### config.mk
export PLATFORM = sky130hd
export DESIGN_NAME = history_reader
export DESIGN_NICKNAME = d
export VERILOG_FILES = /design/src/rtl/history_reader.sv
export SDC_FILE = /design/constraint.sdc
export NUM_CORES = 1
export LEC_CHECK = 0
export ABC_AREA = 1
export ABC_CLOCK_PERIOD_IN_PS = 4000
export CAP_MARGIN = 30
export CORE_ASPECT_RATIO = 1.1
export CORE_UTILIZATION = 60
export DETAILED_ROUTE_END_ITERATION = 8
export DONT_BUFFER_PORTS = 1
export GPL_TIMING_DRIVEN = 0
export PLACE_DENSITY = 0.82
export SLEW_MARGIN = 20
export SYNTH_ARGS = -nofsm -noshare
export SYNTH_HDL_FRONTEND = slang
export SYNTH_SLANG_ARGS = --single-unit
### constraint.sdc
create_clock -name clk -period 4 [get_ports clk]
set_clock_uncertainty 0.2 [all_clocks]
set_input_delay 1 -clock clk [delete_from_list [all_inputs] [get_ports clk]]
set_output_delay 1 -clock clk [all_outputs]
set_load 0.01 [all_outputs]
### src/rtl/history_reader.sv
// Retains the last DEPTH written values in a circular buffer and answers
// indexed "k writes ago" lookups with a registered, one-cycle response.
module history_reader #(
    parameter int WIDTH = 32,
    parameter int DEPTH = 4,
    parameter int SAFE  = 0,
    parameter int IDX_W = $clog2(DEPTH),
    parameter int CNT_W = $clog2(DEPTH + 1)
) (
    input  logic             clk,
    input  logic             reset,
    input  logic             write_en,
    input  logic [WIDTH-1:0] in,
    input  logic             flush,
    input  logic             rd_en,
    input  logic [IDX_W-1:0] rd_idx,
    output logic             rd_valid,
    output logic             rd_hit,
    output logic [WIDTH-1:0] rd_data,
    output logic [CNT_W-1:0] fill
);

    logic [WIDTH-1:0] mem [DEPTH];

    logic [IDX_W-1:0] wp_reg;
    logic [IDX_W-1:0] wp_next;
    logic [CNT_W-1:0] fill_reg;
    logic [CNT_W-1:0] fill_next;
    logic             rd_valid_reg;
    logic             rd_hit_reg;
    logic [WIDTH-1:0] rd_data_reg;

    logic [IDX_W:0]   wp_ext;
    logic [IDX_W:0]   back_dist;
    logic [IDX_W-1:0] rd_addr;
    logic             lookup_hit;
    logic [WIDTH-1:0] miss_data;

    generate
        if (SAFE != 0) begin : g_safe_miss
            assign miss_data = '0;
        end else begin : g_x_miss
            assign miss_data = {WIDTH{1'bx}};
        end
    endgenerate

    assign wp_next = (wp_reg == IDX_W'(DEPTH - 1)) ? '0 : wp_reg + 1'b1;

    // Flush clears first, so a simultaneous write restarts the count at one.
    always_comb begin
        fill_next = flush ? '0 : fill_reg;
        if (write_en && (fill_next != CNT_W'(DEPTH))) begin
            fill_next = fill_next + 1'b1;
        end
    end

    // Entry k back lives at (wp-1-k) mod DEPTH; only meaningful on a hit,
    // where k < fill <= DEPTH keeps the borrow path below DEPTH.
    assign wp_ext     = {1'b0, wp_reg};
    assign back_dist  = {1'b0, rd_idx} + 1'b1;
    assign rd_addr    = (wp_ext >= back_dist) ? IDX_W'(wp_ext - back_dist)
                                              : IDX_W'(wp_ext + (IDX_W + 1)'(DEPTH) - back_dist);
    assign lookup_hit = ((IDX_W + 1)'(rd_idx) < (IDX_W + 1)'(fill_reg));

    always_ff @(posedge clk) begin
        if (!reset && write_en) begin
            mem[wp_reg] <= in;
        end
    end

    always_ff @(posedge clk) begin
        if (reset) begin
            wp_reg       <= '0;
            fill_reg     <= '0;
            rd_valid_reg <= 1'b0;
            rd_hit_reg   <= 1'b0;
            rd_data_reg  <= '0;
        end else begin
            if (write_en) begin
                wp_reg <= wp_next;
            end
            fill_reg     <= fill_next;
            rd_valid_reg <= rd_en;
            rd_hit_reg   <= rd_en && lookup_hit;
            // Non-blocking read sees the array before any same-cycle write.
            if (rd_en) begin
                rd_data_reg <= lookup_hit ? mem[rd_addr] : miss_data;
            end
        end
    end

    assign rd_valid = rd_valid_reg;
    assign rd_hit   = rd_hit_reg;
    assign rd_data  = rd_data_reg;
    assign fill     = fill_reg;

endmodule

==> results by stage, run 1 <==
Die:
- The die boundary width is about 110 µm.
- The core region is approximately 0.011 mm².
- The die covers around 0.012 mm².
- In this run the count of I/O pins placed on the die edge is 76.
- The initial utilization of the core area, before any placement, comes to 0.616.
- The floorplan step set the die height to 116 µm.
- In this run the core area contains 41 standard-cell rows.

Power:
- The overall power consumption is roughly 4.1 mW.
- The share of total power dissipated in the clock network is 0.404.
- The total power per unit cell area is 515 mW/mm².
- The switching share of power is 0.246.
- IR analysis of the VDD net gives a maximum drop of roughly 290 µV.
- The leakage dissipation is roughly 3.1 nW.
- The combinational share of power is 0.117.
- The share of total power dissipated in sequential elements is 0.479.
- The internal power of the cells totals ~3.1 mW.
- Summed over all nets, the switching power comes to around 1.0 mW.

Synthesis:
- The library cell with the largest summed area after synthesis is sky130_fd_sc_hd__edfxtp_1.
- The share of the Yosys chip area taken by registers is 0.653.
- The proportion of netlist area held by the largest area contributor is 0.543.
- The synthesized netlist occupies a cell area of just over 0.007 mm².
- By area the synthesized netlist is led by sky130_fd_sc_hd__edfxtp_1 54%, sky130_fd_sc_hd__dfxtp_1 11%, sky130_fd_sc_hd__mux2i_1 4.5%.
- Counting flops and latches in the post-synthesis netlist gives ~170.
- For this run, the number of Yosys warnings is 0.
- In the synthesized netlist, the number of instances is around 550.
- The synthesized netlist contains 29 unique library cells.
- The net count of the mapped netlist is roughly 600.
- A synthesized cell averages between 10 and 15 µm².

CTS:
- TritonCTS created 17 clock buffers.
- The number of clock sinks is 167.
- The cell at the root of the clock tree is sky130_fd_sc_hd__clkbuf_16.
- The maximum level of the CTS H-tree is 4.
- Clock latency on the worst-skew pair, taken at its later pin, is roughly 0.42 ns.
- The number of setup buffers added after CTS is 0.
- The hold buffer count at CTS is 0.
- The longest clock path from root to sink contains 2 buffers.
- TritonCTS built the clock tree.
- Post-CTS repair changed the size of 0 cells.
- Clock-pin slew was measured on the worst setup and hold paths at about 0.060 ns.

Final layout:
- The layout overhead on the synthesized area is 13.8%.
- In the final layout, the multi-input gates occupy about 0.002 mm².
- The most frequent standard cell in the layout excluding fill and tap cells is sky130_fd_sc_hd__edfxtp_1.
- The repair_antennas step left the layout with diodes totalling 0.
- Registers take 0.00462 mm².
- Leaving out fill and tap cells, the most frequent cells in the layout are 128 x sky130_fd_sc_hd__edfxtp_1, 74 x sky130_fd_sc_hd__nand2_1, 52 x sky130_fd_sc_hd__inv_1, 40 x sky130_fd_sc_hd__a21oi_1, 39 x sky130_fd_sc_hd__dfxtp_1.
- The layout net count is about 620.
- Of the cells placed in the final design, the portion with a size suffix greater than 1 is 0.272.
- The register with the most flip-flops in the layout has 128 of them.
- The final-layout fill cell count is 770.

Setup path:
- By startpoint and endpoint, the worst setup path is classified as in -> reg.
- The data arrival time of the worst path is approximately 2.4 ns.
- In this run the critical register-to-register path is launched from wp_reg[0]$_SDFFE_PP0P_.
- The register-to-register setup slack is roughly 1.8 ns.
- The signal on the critical path passes through buf_6 > inv_1 > nand2_1 > nor2_4 > buf_16.
- For this run, the slowest stage of the critical path takes 0.66 ns.
- The critical path launch point type is an input port.
- Data on the critical path is required at its endpoint by around 4 ns.
- The number of cells on the worst reg-to-reg path is 8.
- The number of buffers and inverters on the critical path is 3.
- The endpoint of the most critical register-to-register path is rd_data[9]$_SDFFE_PP0P_.
- The maximum fanout count along the critical path is 20.
- The cell with the largest stage delay on the worst path is sky130_fd_sc_hd__nor2_4.
- STA classifies the critical path endpoint as a flip-flop.
- The cell family contributing the most delay on the critical path is simple AND/OR/NAND/NOR gates.

Timing:
- For this run, the top clock speed supported by timing is just over 0.4 GHz.
- The count of final max-slew check failures is 0.
- The worst pin sits at a relative slew slack of 0.491.
- The post-route worst hold slack is 0.321 ns.
- Setup repair after global routing left no endpoint under its margin.
- The share of the clock period used by the worst path is 0.613.
- The final period demand of the worst path is 2.45 ns.
- The count of endpoints failing setup in the final report is 0.
- For the pin with the worst max-slew slack, the measured transition is between 0.7 and 0.8 ns.
- The number of hold violations in the final report is 0.
- Setup slack on the critical path of the routed design comes to around 1.5 ns.

Route:
- The number of remaining DRC errors is 0.
- After detailed routing, the average wire length per cell comes to roughly 19 µm.
- The number of nets still failing antenna checks after routing is 0.
- The count of TritonRoute iterations in the first routing pass is 5.
- For this block, the initial DRC count from the detailed router was 272.
- The detailed-route via count is ~4000.
- The via count normalized by instance count is 5.57.
- The routed design has 14.1 mm of wire.

Global routing:
- The total overflow left after global routing is 0.
- The number of antenna violations at the first check in global routing is 0.
- For this run, the total global-route usage over all layers was measured as 0.247.
- Entering global routing, the biggest net connects 21 pins.
- The number of global-route vias before repair came to between 4000 and 5000.
- The first global-routing pass estimated approximately 22 mm of wire.

Worst hold path:
- The startpoint of the lowest-slack hold path is rd_data[13]$_SDFFE_PP0P_.
- The count of cells along the worst hold path is 2.
- The kind of path behind the tightest hold check is reg -> reg.
- For hold timing, the worst endpoint is rd_data[13]$_SDFFE_PP0P_.

Place:
- Routability-driven placement finished with a final weighted congestion of between 0.7 and 0.8.
- The number of port buffers is 0.
- The post-detailed-placement half-perimeter wirelength is slightly above 9 mm.
- Timing analysis after detailed placement gives a worst setup slack of about 1.1 ns.

Run:
- Max-cap violations in this run came to 0.

Outcome:
- The flow ran to the end, and the final reports show no timing, DRC or antenna violations.
==> metal layers <==
metal | global-route usage | wire length (µm) | up-vias
met1 | 0.281 | 5430 | 2024
met3 | 0.0641 | 908 | 17
li1 | - | - | 1962
met4 | 0.116 | 180 | 0
met5 | 0 | 0 | -
met2 | 0.440 | 7600 | 116
==> metrics by stage <==
| stage | area [µm²] | utilization | setup TNS, ns | std cells |
|---|---|---|---|---|
| after floorplan | 7080 | - | 0 | 552 |
| after global placement | 7260 | 0.632 | -49.63 | 702 |
| after detailed placement | 7430 | 0.647 | 0 | 707 |
| after CTS | 8050 | 0.701 | 0 | 739 |
| after global routing | 8050 | 0.701 | 0 | 739 |
| final | 8050 | 0.701 | 0 | 739 |
==> cell families (layout without fill, tap and decap cells) <==
kind of cell	count (synthesis)	count (layout)	share of synthesized area
mux	32	32	0.0453
flops	167	167	0.653
compound gates	75	75	0.0693
simple gates	186	186	0.147
buf+inv	83	120	0.0691
xor+xnor	1	1	0.00124
fa+ha+maj	8	8	0.0141
==> final cells by class <==
class,instances,area share
plain buffers,30,0.0361
clock buffers,20,0.0595
clock inverters,12,0.0174
inverters,53,0.0247
multi-input cells,302,0.248
flip-flops and latches,167,0.574
well taps,150,0.0233
repair buffers,5,0.0171
==> worst min-delay path: cells and delay by family (launching register included) <==
kind            cells  cell delay [ns]
compound gates      1             0.05
flops               1             0.34
simple gates        1             0.09
==> worst max path at each step <==
stage | startpoint | endpoint | slack [ns] | cells past startpoint
after floorplan | reset | mem[3][0]$_DFFE_PP_ | 0.73 | 4
after global placement | reset | mem[3][5]$_DFFE_PP_ | -0.49 | 4
after detailed placement | reset | mem[2][3]$_DFFE_PP_ | 1.10 | 5
after CTS | reset | mem[2][22]$_DFFE_PP_ | 1.53 | 5
after global routing | reset | mem[2][22]$_DFFE_PP_ | 1.46 | 5
final | reset | mem[2][30]$_DFFE_PP_ | 1.55 | 5
==> cells in the mapped netlist <==
| library cell | number |
|---|---|
| sky130_fd_sc_hd__nand2_4 | 2 |
| sky130_fd_sc_hd__inv_1 | 52 |
| sky130_fd_sc_hd__dfxtp_1 | 39 |
| sky130_fd_sc_hd__clkbuf_8 | 3 |
| sky130_fd_sc_hd__nand3_1 | 34 |
| sky130_fd_sc_hd__xnor2_1 | 1 |
| sky130_fd_sc_hd__nand3_2 | 30 |
| sky130_fd_sc_hd__buf_6 | 6 |
| sky130_fd_sc_hd__nand2_1 | 74 |
| sky130_fd_sc_hd__a21oi_1 | 40 |
| sky130_fd_sc_hd__buf_4 | 4 |
| sky130_fd_sc_hd__buf_2 | 6 |
| sky130_fd_sc_hd__a211oi_1 | 1 |
| sky130_fd_sc_hd__mux2i_1 | 32 |
| sky130_fd_sc_hd__clkbuf_4 | 2 |
| sky130_fd_sc_hd__edfxtp_1 | 128 |
| sky130_fd_sc_hd__dlymetal6s2s_1 | 1 |
| sky130_fd_sc_hd__clkbuf_1 | 2 |
| sky130_fd_sc_hd__nor2_2 | 1 |
| sky130_fd_sc_hd__nor3_1 | 1 |
| sky130_fd_sc_hd__clkinv_1 | 1 |
| sky130_fd_sc_hd__dlygate4sd1_1 | 3 |
| sky130_fd_sc_hd__nand2_2 | 32 |
| sky130_fd_sc_hd__buf_12 | 3 |
| sky130_fd_sc_hd__o21ai_0 | 4 |
| sky130_fd_sc_hd__nand2_8 | 1 |
| sky130_fd_sc_hd__a21oi_2 | 30 |
| sky130_fd_sc_hd__nor2_1 | 11 |
| sky130_fd_sc_hd__ha_1 | 8 |
==> power groups by stage <==
stage | combinational [mW] | clock (mW) | sequential [mW]
final | 0.486 | 1.67 | 1.99
after floorplan | 0.376 | 0 | 2.01
after global placement | 0.453 | 0 | 2.02
after CTS | 0.489 | 1.69 | 1.99
after global routing | 0.530 | 1.76 | 1.99
after detailed placement | 0.482 | 0 | 2.02
Note: power is estimated with default switching activity, not from simulation.
==> run 2: changes to the inputs <==
- ABC_AREA: 1 -> 0
- ABC_CLOCK_PERIOD_IN_PS: 4000 -> 2100
- CORE_UTILIZATION: 60 -> 56
- PLACE_DENSITY: 0.82 -> 0.8
- clock period: 4 -> 2.1 ns (I/O delays scaled with it)
==> run 2 against run 1 <==
Against the previous run:
- sequential share of layout area is 1.6 points higher
- highest routed layer unchanged
- sequential power is 94% higher
- largest cell class unchanged
- clock power is 96% higher
- final cell count is 16% lower
- register-to-register slack worse by 1.7 ns
==> results by stage, run 2 <==
Setup path:
- The register-to-register setup slack is 0.06 ns (-1.72 ns).
- The data arrival time of the worst path came to 1.90 ns (-0.48 ns).
- The origin of the critical flop-to-flop path is wp_reg[0]$_SDFFE_PP0P_.
- Walking the worst path, the cells encountered are clkbuf_1 > nor2b_1 > and2_2.
- The logic depth of the worst path, buffers included is 3 (-2).
- The depth of the most critical reg-to-reg path was 6 (-2).
- The delay of the slowest cell on the worst path is 0.80 ns (+0.14 ns).
- The maximum fanout count along the critical path was 32 (+60%).
- In this run the worst setup path terminates at mem[2][31]$_DFFE_PP_.
- The endpoint of the most critical register-to-register path is rd_data[4]$_SDFFE_PP0P_.
- The critical path launch point type is an input port.
- The endpoint required time on the critical path is 1.95 ns (-1.97 ns).
- The sum of buffers and inverters on the critical path was 1 (-2).
- Tracing the worst setup path back leads to its startpoint at write_en.
- The slowest stage of the critical path belongs to the cell sky130_fd_sc_hd__and2_2.
- The worst setup path is captured at a flip-flop.
- In this design, the largest share of critical-path delay is due to simple AND/OR/NAND/NOR gates.
- The kind of critical path is in -> reg.

Timing:
- The post-route worst hold slack is 0.121 ns (-0.200 ns).
- The count of endpoints failing setup in the final report came to 0 (unchanged).
- The max-slew headroom at the worst pin was 0.385 (-0.106).
- The final period demand of the worst path is 2.05 ns.
- The number of hold violations in the final report is 0 (unchanged).
- Dividing the final minimum period by the clock period gives 0.978.
- The peak clock frequency supported by timing is around 0.49 GHz.
- The count of final max-slew check failures is 0 (unchanged).
- The slack of the critical path is 0.0468 ns (-1.50 ns).
- Setup repair after global routing could not meet its margin everywhere.
- The worst-margin pin slew is 0.923 ns (+0.161 ns).
- The aggregate negative setup slack was 0 ns (unchanged).

Power:
- The overall power consumption is 8.09 mW (+95%).
- The internal power contribution is 6.18 mW (+98%).
- The maximum resistive drop on vdd is 751 µV (+160%).
- The power spent charging and discharging nets is 1.91 mW (+88%).
- The leakage dissipation is 2.70 nW (-14%).
- The clock network fraction of design power came to 0.406 (+0.002).
- The power share of the sequential group is 0.477 (-0.002).
- The total power per unit cell area came to 1030 mW/mm² (+100%).
- The combinational share of power is 0.117 (about the same).
- The switching share of power was 0.236 (-0.00949).

Synthesis:
- The mean instance size in the synthesized netlist came to 16.1 µm² (+26%).
- The instance count of the mapped netlist was 404 (-27%).
- The number of synthesized flops with an enable pin is 128 (unchanged).
- The area fraction in compound gates after synthesis is 0.0561 (-0.0132).
- The multiplexer share of the synthesized area is 0.108 (+0.0623).
- Among all cell types in the netlist, the one instantiated most often is sky130_fd_sc_hd__edfxtp_1.
- By count the netlist is led by 128 x sky130_fd_sc_hd__edfxtp_1, 39 x sky130_fd_sc_hd__dfxtp_1, 34 x sky130_fd_sc_hd__mux2i_1.
- The proportion of netlist area held by the largest area contributor was 0.590 (+0.0468).
- The share of flip-flops with an asynchronous set or reset was 0 (unchanged).
- By area the synthesized netlist is led by sky130_fd_sc_hd__edfxtp_1 59%, sky130_fd_sc_hd__dfxtp_1 12%, sky130_fd_sc_hd__mux2_2 5.5%.
- The xor and xnor area share after synthesis came to 0.00807 (+0.00683).
- The count of distinct cell types in the synthesized netlist is 28 (-3.4%).
- The library cell with the largest summed area after synthesis is sky130_fd_sc_hd__edfxtp_1.
- The number of flip-flops and latches in the synthesized netlist is 167 (unchanged).
- The prevailing post-synth register cell is sky130_fd_sc_hd__edfxtp_1.
- The combined area of all synthesized cells is 0.00651 mm² (-7.9%).
- After synthesis, the largest family of logic cells by area is multiplexers.
- The warning count from the yosys run is 0 (unchanged).
- The portion of the post-synthesis area used by sequential elements was 0.710 (+0.0563).
- The post-synthesis share of cell area spent on full adders, half adders and majority gates is 0.0154 (+0.00122).
- The simple logic cell fraction of the synthesized area is 0.0782 (-0.0693).
- The net count of the mapped netlist came to 451 (-25%).

Final layout:
- The post-layout instance count excluding filler cells is 622 (-16%).
- From synthesis to final layout, the design area changed by 20.3%.
- Leaving out fill and tap cells, the most frequent cells in the layout are 128 x sky130_fd_sc_hd__edfxtp_1, 38 x sky130_fd_sc_hd__dfxtp_1, 34 x sky130_fd_sc_hd__mux2i_1, 32 x sky130_fd_sc_hd__mux2_2, 32 x sky130_fd_sc_hd__dlygate4sd3_1.
- The finished layout cell area is 0.00784 mm² (-2.6%).
- The final-layout fill cell count is 684 (-11%).
- The final design utilization is 0.706 (+0.00496).
- The area of the multi-input gates is 0.00176 mm² (-12%).
- The flip-flop count of the largest register, all copies and words added came to 128 (unchanged).
- The fraction of layout instances using a drive strength above 1 is 0.196 (-0.0759).
- The diode insertion count for antenna repair came to 0 (unchanged).
- The layout net count was 509 (-18%).
- The library cell used most frequently in the layout, excluding fill and tap cells, is sky130_fd_sc_hd__edfxtp_1.
- The storage element area is 0.00463 mm² (about the same).

Run:
- The number of max-capacitance violations reported was 0 (unchanged).

Global routing:
- The maximum number of pins on one net before global-route repair is 33 (+57%).
- The global-route wire length before repair is 22.1 mm (-0.15%).
- The global-route total usage across every layer is 0.251 (+0.00350).
- The number of global-route vias before repair is 4120 (-3.4%).
- The number of antenna violations at the first check in global routing came to 0 (unchanged).
- The global-route congestion overflow total is 0 (unchanged).

CTS:
- The cell at the root of the clock tree is sky130_fd_sc_hd__clkbuf_16.
- The number of clock sinks is 167 (unchanged).
- The clock tree from TritonCTS is yes.
- The clock latency on the worst-skew pair is 0.43 ns (about the same).
- The maximum clock path buffer count came to 2 (unchanged).
- The clock slew seen by the registers of the worst setup and hold paths is 0.06 ns (about the same).
- The maximum level of the CTS H-tree is 4 (unchanged).
- The number of buffers created by CTS is 17 (unchanged).

Place:
- The post-place setup slack was -0.551 ns (-1.65 ns).
- The final RePlAce weighted congestion is 0.779 (+1.6%).
- The instance area after placement came to 0.00672 mm² (-9.6%).
- The post-detailed-placement half-perimeter wirelength is 7.86 mm (-14%).
- The number of port buffers was 0 (unchanged).
- The number of cells after detailed placement was 551 (-22%).

Route:
- The wire length on met3 is 947 µm (+4.3%).
- The number of nets still failing antenna checks after routing is 0 (unchanged).
- The highest layer touched by signal routing is met4.
- The detailed-route via count was 3837 (-6.8%).
- The routed length per placed instance is 23.1 µm (+21%).
- The total met2 wirelength after detailed routing was 7.57 mm (-0.37%).
- The number of DRC violations after detailed-routing iteration 0 was 292 (+7.4%).
- The detailed-route wire length is 14.3 mm (+1.6%).
- The count of TritonRoute iterations in the first routing pass came to 5 (unchanged).
- The length of routed wiring on met1 is 5.45 mm (+0.33%).
- The via count normalized by instance count was 6.17 (+11%).
- The number of remaining DRC errors is 0 (unchanged).

Worst hold path:
- The tightest min-delay check is of the in -> reg type.
- The count of cells along the worst hold path is 3 (+1).

Die:
- The vertical die dimension is 115 µm (-0.67%).
- The standard-cell row count is 40 (-2.4%).
- The initial core utilization is 0.586 (-0.0295).
- The die boundary width is 105 µm (-0.67%).
- The top-level I/O count is 76 (unchanged).
- The area of the core region is 0.0111 mm² (-3.3%).
- The total die area is 0.0121 mm² (-1.3%).

Outcome:
- The run finished with clean final reports.
run 2: cell types whose count changed in the layout (fill, tap and decap cells not counted), sizes merged, moves of 31 or more:
| cell | before | now |
|---|---|---|
| inv | 55 | 9 |
| nand2 | 109 | 4 |
| nor3b | 0 | 31 |
| a311o | 0 | 31 |
| mux2 | 0 | 32 |
| a21oi | 70 | 5 |
| dlygate4sd3 | 0 | 32 |
| nand3 | 64 | 2 |
run 2: final cells by class:
| cell class | instances | share of cell area |
|---|---|---|
| sequential | 167 | 0.590 |
| multi-input combinational | 202 | 0.224 |
| clock buffer | 18 | 0.0547 |
| timing repair buffer | 39 | 0.0488 |
| buffer | 28 | 0.0297 |
| clock inverter | 14 | 0.0254 |
| tap | 147 | 0.0235 |
| inverter | 7 | 0.00335 |
run 2: worst min-delay path: cells and delay by family:
kind             cells  cell delay, ns
AO/OA/AOI/OAI        1            0.06
AND/OR/NAND/NOR      2            0.11
run 2: layer usage:
metal / track usage / vias up
li1: - / 1689
met1: 0.276 / 1939
met2: 0.445 / 177
met3: 0.0692 / 32
met4: 0.133 / 0
met5: 0 / -
run 2: how the worst min path moves through the flow:
| stage | endpoint | slack (ns) | start |
|---|---|---|---|
| finish | fill[0]$_SDFF_PP0_ | 0.12 | flush |
| global placement | wp_reg[0]$_SDFFE_PP0P_ | 0.35 | wp_reg[0]$_SDFFE_PP0P_ |
| global route | rd_data[14]$_SDFFE_PP0P_ | 0.13 | rd_en |
| floorplan | fill[0]$_SDFF_PP0_ | 0.33 | fill[0]$_SDFF_PP0_ |
| detailed placement | fill[0]$_SDFF_PP0_ | 0.37 | fill[0]$_SDFF_PP0_ |
| CTS | fill[0]$_SDFF_PP0_ | 0.12 | flush |
run 2: kinds of logic after synthesis:
group	Yosys count
AND/OR/NAND/NOR	85
multiplexers	66
AO/OA/AOI/OAI	40
adder cells (fa/ha/maj)	8
buffers and inverters	35
flip-flops	167
XOR/XNOR	3
run 2: timing repair:
action                                  4_1_cts  5_1_grt
endpoints found under the setup margin       31      157
hold buffers                                 32        0
setup buffers                                 5        0
endpoints found under the hold margin       128        0
resized for setup                            18        6
pin swaps                                     2        0
gates cloned                                  2        0
run 2: power groups by stage:
stage                     clock, mW  sequential, mW  combinational, mW
after global routing           3.42            3.87               1.01
after detailed placement          0            3.93              0.734
final                          3.28            3.86              0.949
after floorplan                   0            3.89              0.559
after global placement            0            3.92              0.709
after CTS                      3.29            3.86              0.934
